<file path="config.mk">
export PLATFORM = sky130hd
export DESIGN_NAME = mon_chain_reader
export DESIGN_NICKNAME = d
export VERILOG_FILES = /design/src/rtl/mon_chain_reader.sv
export SDC_FILE = /design/constraint.sdc
export NUM_CORES = 1
export LEC_CHECK = 0
export BUFFER_PORTS_ARGS = -buffer_cell sky130_fd_sc_hd__buf_2
export CORE_UTILIZATION = 48
export DETAILED_ROUTE_END_ITERATION = 12
export SYNTH_ARGS = -nofsm -noshare
export SYNTH_HDL_FRONTEND = slang
export SYNTH_SLANG_ARGS = --single-unit
</file>
<file path="constraint.sdc">
create_clock -name clk -period 6.8 [get_ports clk]
set_input_delay 0.68 -clock clk [delete_from_list [all_inputs] [get_ports clk]]
set_output_delay 0.68 -clock clk [all_outputs]
set_load 0.03 [all_outputs]
</file>
<file path="src/rtl/mon_chain_reader.sv">
// Strobes a daisy-chained CIC monitor bank, shifts the chain tail in and applies the per-channel
// second-order comb; optional saturating drop counter under MON_READER_DROPCNT_EN.
module mon_chain_reader #(
   parameter int rwi = 28,
   parameter int nch = 8,
   parameter int cwi = 3
) (
   input  logic                  clk,
   input  logic                  rst_n,
   input  logic                  en,
   input  logic [15:0]           period,
   output logic                  samp,
   input  logic signed [rwi-1:0] chain_in,
   output logic                  out_valid,
   input  logic                  out_ready,
   output logic signed [rwi-1:0] out_data,
   output logic [cwi-1:0]        out_chan,
   output logic [15:0]           drop_cnt
);
   localparam logic [15:0]  min_period = 16'(nch + 2);
   localparam logic [cwi:0] nch_w      = (cwi + 1)'(nch);
   localparam logic [cwi:0] cap_last   = (cwi + 1)'(1);

   logic [15:0]           cnt;
   logic [15:0]           eff_period;
   logic                  opp;
   logic [cwi:0]          cap_left;
   logic [1:0]            frm_cnt;
   logic signed [rwi-1:0] x_dat;
   logic [cwi-1:0]        x_chan;
   logic                  x_vld;
   logic                  x_prm;
   logic [rwi-1:0]        h1 [nch];
   logic [rwi-1:0]        h2 [nch];
   logic [rwi-1:0]        y;
   logic                  y_vld;
   logic                  load;

   assign eff_period = (period > min_period) ? period : min_period;
   assign opp        = (cnt == 16'd0);

   always_ff @(posedge clk or negedge rst_n) begin
      if (!rst_n) begin
         cnt  <= 16'd0;
         samp <= 1'b0;
      end else begin
         samp <= en && opp;
         if (en) cnt <= opp ? (eff_period - 16'd1) : (cnt - 16'd1);
      end
   end

   // capture tags each word with its channel and whether its frame is past priming
   always_ff @(posedge clk or negedge rst_n) begin
      if (!rst_n) begin
         cap_left <= '0;
         frm_cnt  <= 2'd0;
         x_vld    <= 1'b0;
         x_prm    <= 1'b0;
         x_dat    <= '0;
         x_chan   <= '0;
      end else begin
         x_vld <= 1'b0;
         if (samp) begin
            cap_left <= nch_w;
         end else if (cap_left != '0) begin
            cap_left <= cap_left - 1'b1;
            x_vld    <= 1'b1;
            x_dat    <= chain_in;
            x_chan   <= cwi'(cap_left - 1'b1);
            x_prm    <= (frm_cnt == 2'd2);
         end
         if (!en && opp)
            frm_cnt <= 2'd0;
         else if (!samp && cap_left == cap_last && frm_cnt != 2'd2)
            frm_cnt <= frm_cnt + 2'd1;
      end
   end

   always_comb y = x_dat - (h1[0] << 1) + h2[0];

   always_ff @(posedge clk or negedge rst_n) begin
      if (!rst_n) begin
         for (int i = 0; i < nch; i++) begin
            h1[i] <= '0;
            h2[i] <= '0;
         end
      end else if (x_vld) begin
         for (int i = 0; i < nch - 1; i++) begin
            h1[i] <= h1[i+1];
            h2[i] <= h2[i+1];
         end
         h1[nch-1] <= x_dat;
         h2[nch-1] <= h1[0];
      end
   end

   assign y_vld = x_vld && x_prm;
   assign load  = y_vld && (!out_valid || out_ready);

   always_ff @(posedge clk or negedge rst_n) begin
      if (!rst_n) begin
         out_valid <= 1'b0;
         out_data  <= '0;
         out_chan  <= '0;
      end else if (load) begin
         out_valid <= 1'b1;
         out_data  <= y;
         out_chan  <= x_chan;
      end else if (out_valid && out_ready) begin
         out_valid <= 1'b0;
      end
   end

`ifdef MON_READER_DROPCNT_EN
   logic drop;
   assign drop = y_vld && out_valid && !out_ready;

   always_ff @(posedge clk or negedge rst_n) begin
      if (!rst_n)
         drop_cnt <= 16'd0;
      else if (drop && drop_cnt != 16'hFFFF)
         drop_cnt <= drop_cnt + 16'd1;
   end
`else
   assign drop_cnt = 16'd0;
`endif

endmodule
</file>
==> out/summary.txt <==
Syn Inst Count - 1706
Xor/xnor share of the synthesized area - 0.00850
Seq pwr share - 0.381
Hold Buf Count CTS - 0
Worst setup SP type - flop
Die Y-Extent - 219 microns
Commonest non-fill, non-tap cell in the layout - dfrtp_1
Sw power - 5.22 mW
Clock latency on the worst-skew pair - 590 ps
Fin Setup TNS - 0 ps
Leakage - 11.6 nW
Worst-Margin Slew - 992 ps
GRT Util Overall - 0.172
Post-synthesis mux area share - 0.212
Diodes inserted - 0
Final HPWL DP - 25.5 mm
Compound-Gate Fraction of Synth Area - 0.0588
HP Class - in -> async
Sw Share - 0.351
FILL cells - 3893
Pre-antenna DRT Iters - 5
Largest net degree at the start of global routing - 186
Worst-path cell with the longest stage delay - fa_1
Peak VDD IR - 0.299 mV
Worst Path Buf+Inv - 2
FP Rows - 79
DR vias/cell - 5.22
Number of remaining DRC errors - 0
Pwr/cell area - 584 nW/um^2
Fmax - 0.290 GHz
Combinational power share - 0.419
Critical path arrival - 3980 ps
CTS tree - yes
Critical Path, Cell by Cell - inv_1, fa_1, inv_1, ha_1, nor2b_1, o31a_1, o221ai_1, o21a_1, nor4_1, o2111ai_1, a211o_1, nand3_1
Critical path class - reg -> reg
Max_cap viols - 0
Req. time, crit path - 7330 ps
Clock tree buffer depth - 3
Post-CTS resize count - 0
Fraction of the yosys area taken by sequential cells - 0.592
Worst clock skew - 11.6 ps
TritonCTS buffer count - 54
Most frequent cells in the layout - 535 x dfrtp_1, 424 x mux2_2, 129 x nand2_1
Largest family of logic cells by synthesized area - multiplexers
Starting Density - 0.487
Synthesized area per cell - 13.3 sq um
Core box area - 46600 sq um
Synth-to-Final Area Change - 12.2%
RSZ-0062 raised after global routing - false
Clock-pin slew of the registers on the worst-case setup and hold paths - 60 ps
Seq cells post-synth - 536
# nets final - 1883
Initial antenna violation count - 1
# port buffers - 80
Mapped cell area - 22700 sq um
First-pass GRT wire length - 65.8 mm
Die area - 48100 sq um
CP Capture Type - flop
CP top delay family - compound AO/OA/AOI/OAI gates
Clock sink count - 536
Post-synth EDFFs - 0
Internal power - 9.64 mW
Vias in the first global route - 12.8k
Final ANT Viol Nets - 0
CP Max Fanout - 4
Post-synthesis adder-cell area fraction - 0.0401
Tmin final - 3450 ps
Routed wire length - 39.4 mm
Die W - 219 microns
Final core occ - 0.546
Slew HR - 0.339
Outcome - finished, final reports clean
Critical Path Max Stage Delay - 540 ps
Clock network power share - 0.200
Post-place setup slack - 3210 ps
Post-synth ARST share - 1.00
Final Hold Fails - 0
H-tree levels - 2
Final Cycle Share - 0.508
Fraction of layout cells with a size suffix above 1 - 0.338
Post-CTS setup buffers - 0
IO Count - 97
# setup viols final - 0
Synth cell types - 68
Synth Flop Type - dfrtp_1
Post-DR wirelength/cell - 16.3 microns
Gr ovfl total - 0
Simple-Gate Fraction of Synth Area - 0.0509
GPL Wtd Cong - 0.842
Synth Warn # - 0
1st-iter DRT viols - 788
Final Worst Setup Slack - 3350 ps
Final max-slew violation count - 0
Via count - 12.7k
CP dominant cell by count - inv_1
Root Buffer - clkbuf_16
Hold slack - 208 ps
## final cells by class
class | count | area (sq um) | area share
multi-input cells | 970 | 8450 | 0.332
repair buffers | 92 | 551 | 0.0217
well taps | 607 | 759 | 0.0299
clock buffers | 85 | 1630 | 0.0641
flip-flops and latches | 536 | 13400 | 0.528
inverters | 124 | 465 | 0.0183
clock inverters | 10 | 154 | 0.00605
## power groups by stage
stage | Sequential [mW] | Clock (mW) | Combinational, mW
after global routing | 5.90 | 3.18 | 6.97
after CTS | 5.69 | 3.06 | 6.30
after floorplan | 5.59 | 0 | 4.88
after detailed placement | 5.74 | 0 | 6.25
final | 5.66 | 2.96 | 6.22
after global placement | 5.68 | 0 | 6.13
## cell usage after synthesis (all sizes together) (3+ instances only)
| library cell | number | area share |
|---|---|---|
| or2 | 3 | 0.00083 |
| a2111oi | 4 | 0.0018 |
| a211o | 4 | 0.0015 |
| a22oi | 5 | 0.0017 |
| nand2b | 7 | 0.0019 |
| o31ai | 6 | 0.0020 |
| nor3 | 16 | 0.0040 |
| nor3b | 3 | 0.0015 |
| o31a | 3 | 0.0012 |
| nand2 | 129 | 0.021 |
| xnor2 | 12 | 0.0046 |
| o22ai | 6 | 0.0017 |
| clkbuf | 71 | 0.012 |
| o21a | 11 | 0.0036 |
| inv | 124 | 0.021 |
| or4 | 3 | 0.0012 |
| nand3b | 6 | 0.0020 |
| nand3 | 10 | 0.0022 |
| and3 | 4 | 0.0011 |
| dfrtp | 536 | 0.59 |
| o221ai | 3 | 0.0012 |
| a21o | 7 | 0.0023 |
| nand4 | 3 | 0.0011 |
| o21bai | 4 | 0.0013 |
| nor2b | 3 | 0.00083 |
| or3 | 6 | 0.0017 |
| o21ai | 90 | 0.020 |
| fa | 26 | 0.023 |
| a21oi | 34 | 0.0075 |
| nor4 | 5 | 0.0023 |
| ha | 31 | 0.017 |
| nor2 | 32 | 0.0053 |
| o211ai | 3 | 0.00099 |
| a31oi | 9 | 0.0025 |
| xor2 | 10 | 0.0039 |
| buf | 20 | 0.0060 |
| mux2 | 424 | 0.21 |
| o2111ai | 4 | 0.0021 |
| a211oi | 7 | 0.0025 |
## registers in the layout, summed over array words and instances, names as in the netlist
signal	flops
h1	224
h2	224
out_data	28
x_dat	28
cnt	16
cap_left	4
out_chan	3
x_chan	3
frm_cnt	2
out_valid	1
samp	1
x_prm	1
x_vld	1
## metal layers
layer	up-vias	GRT usage	wire, microns	part of all wire
met5	-	0	17	0.00043
met4	2	0.0655	1030	0.026
met3	63	0.0337	1480	0.038
met2	155	0.285	19300	0.49
met1	6422	0.223	17600	0.45
li1	6019	-	-	-
## worst register-to-register path: stages (launching register included)
cell,delay (ps)
dfrtp_1,350
inv_1,70
fa_1,540
inv_1,40
ha_1,310
nor2b_1,180
o31a_1,230
o221ai_1,280
o21a_1,320
nor4_1,470
o2111ai_1,230
a211o_1,290
nand3_1,90
## logic make-up (layout without fill, tap and decap cells)
family	count (synthesis)	in the layout
flops	536	536
mux	426	426
simple gates	238	238
buf+inv	215	311
compound gates	211	211
fa+ha+maj	57	57
xor+xnor	22	22
other cells	1	16
## stage by stage
step	power, mW	area (sq um)	instances
after floorplan	10.5	22700	1721
after global placement	11.8	23600	2329
after detailed placement	12.0	23600	2329
after CTS	15.0	25400	2424
after global routing	16.0	25400	2424
final	14.9	25400	2424
## path summary, 6_finish.rpt
| path | start | to | slack (ps) | cells after the start |
|---|---|---|---|---|
| min in group clk | chain_in[13] | x_dat[13] | 290 | 3 |
| setup reg to reg | x_dat[2] | out_data[26] | 3350 | 12 |
| setup / recovery | x_dat[2] | out_data[26] | 3350 | 12 |
| max in group asynchronous | rst_n | x_chan[1] | 5050 | 2 |
| hold / removal | rst_n | h2[63] | 210 | 1 |
| hold reg to reg | x_chan[1] | out_chan[1] | 480 | 2 |
No activity file was read; power rests on OpenSTA's default activity.
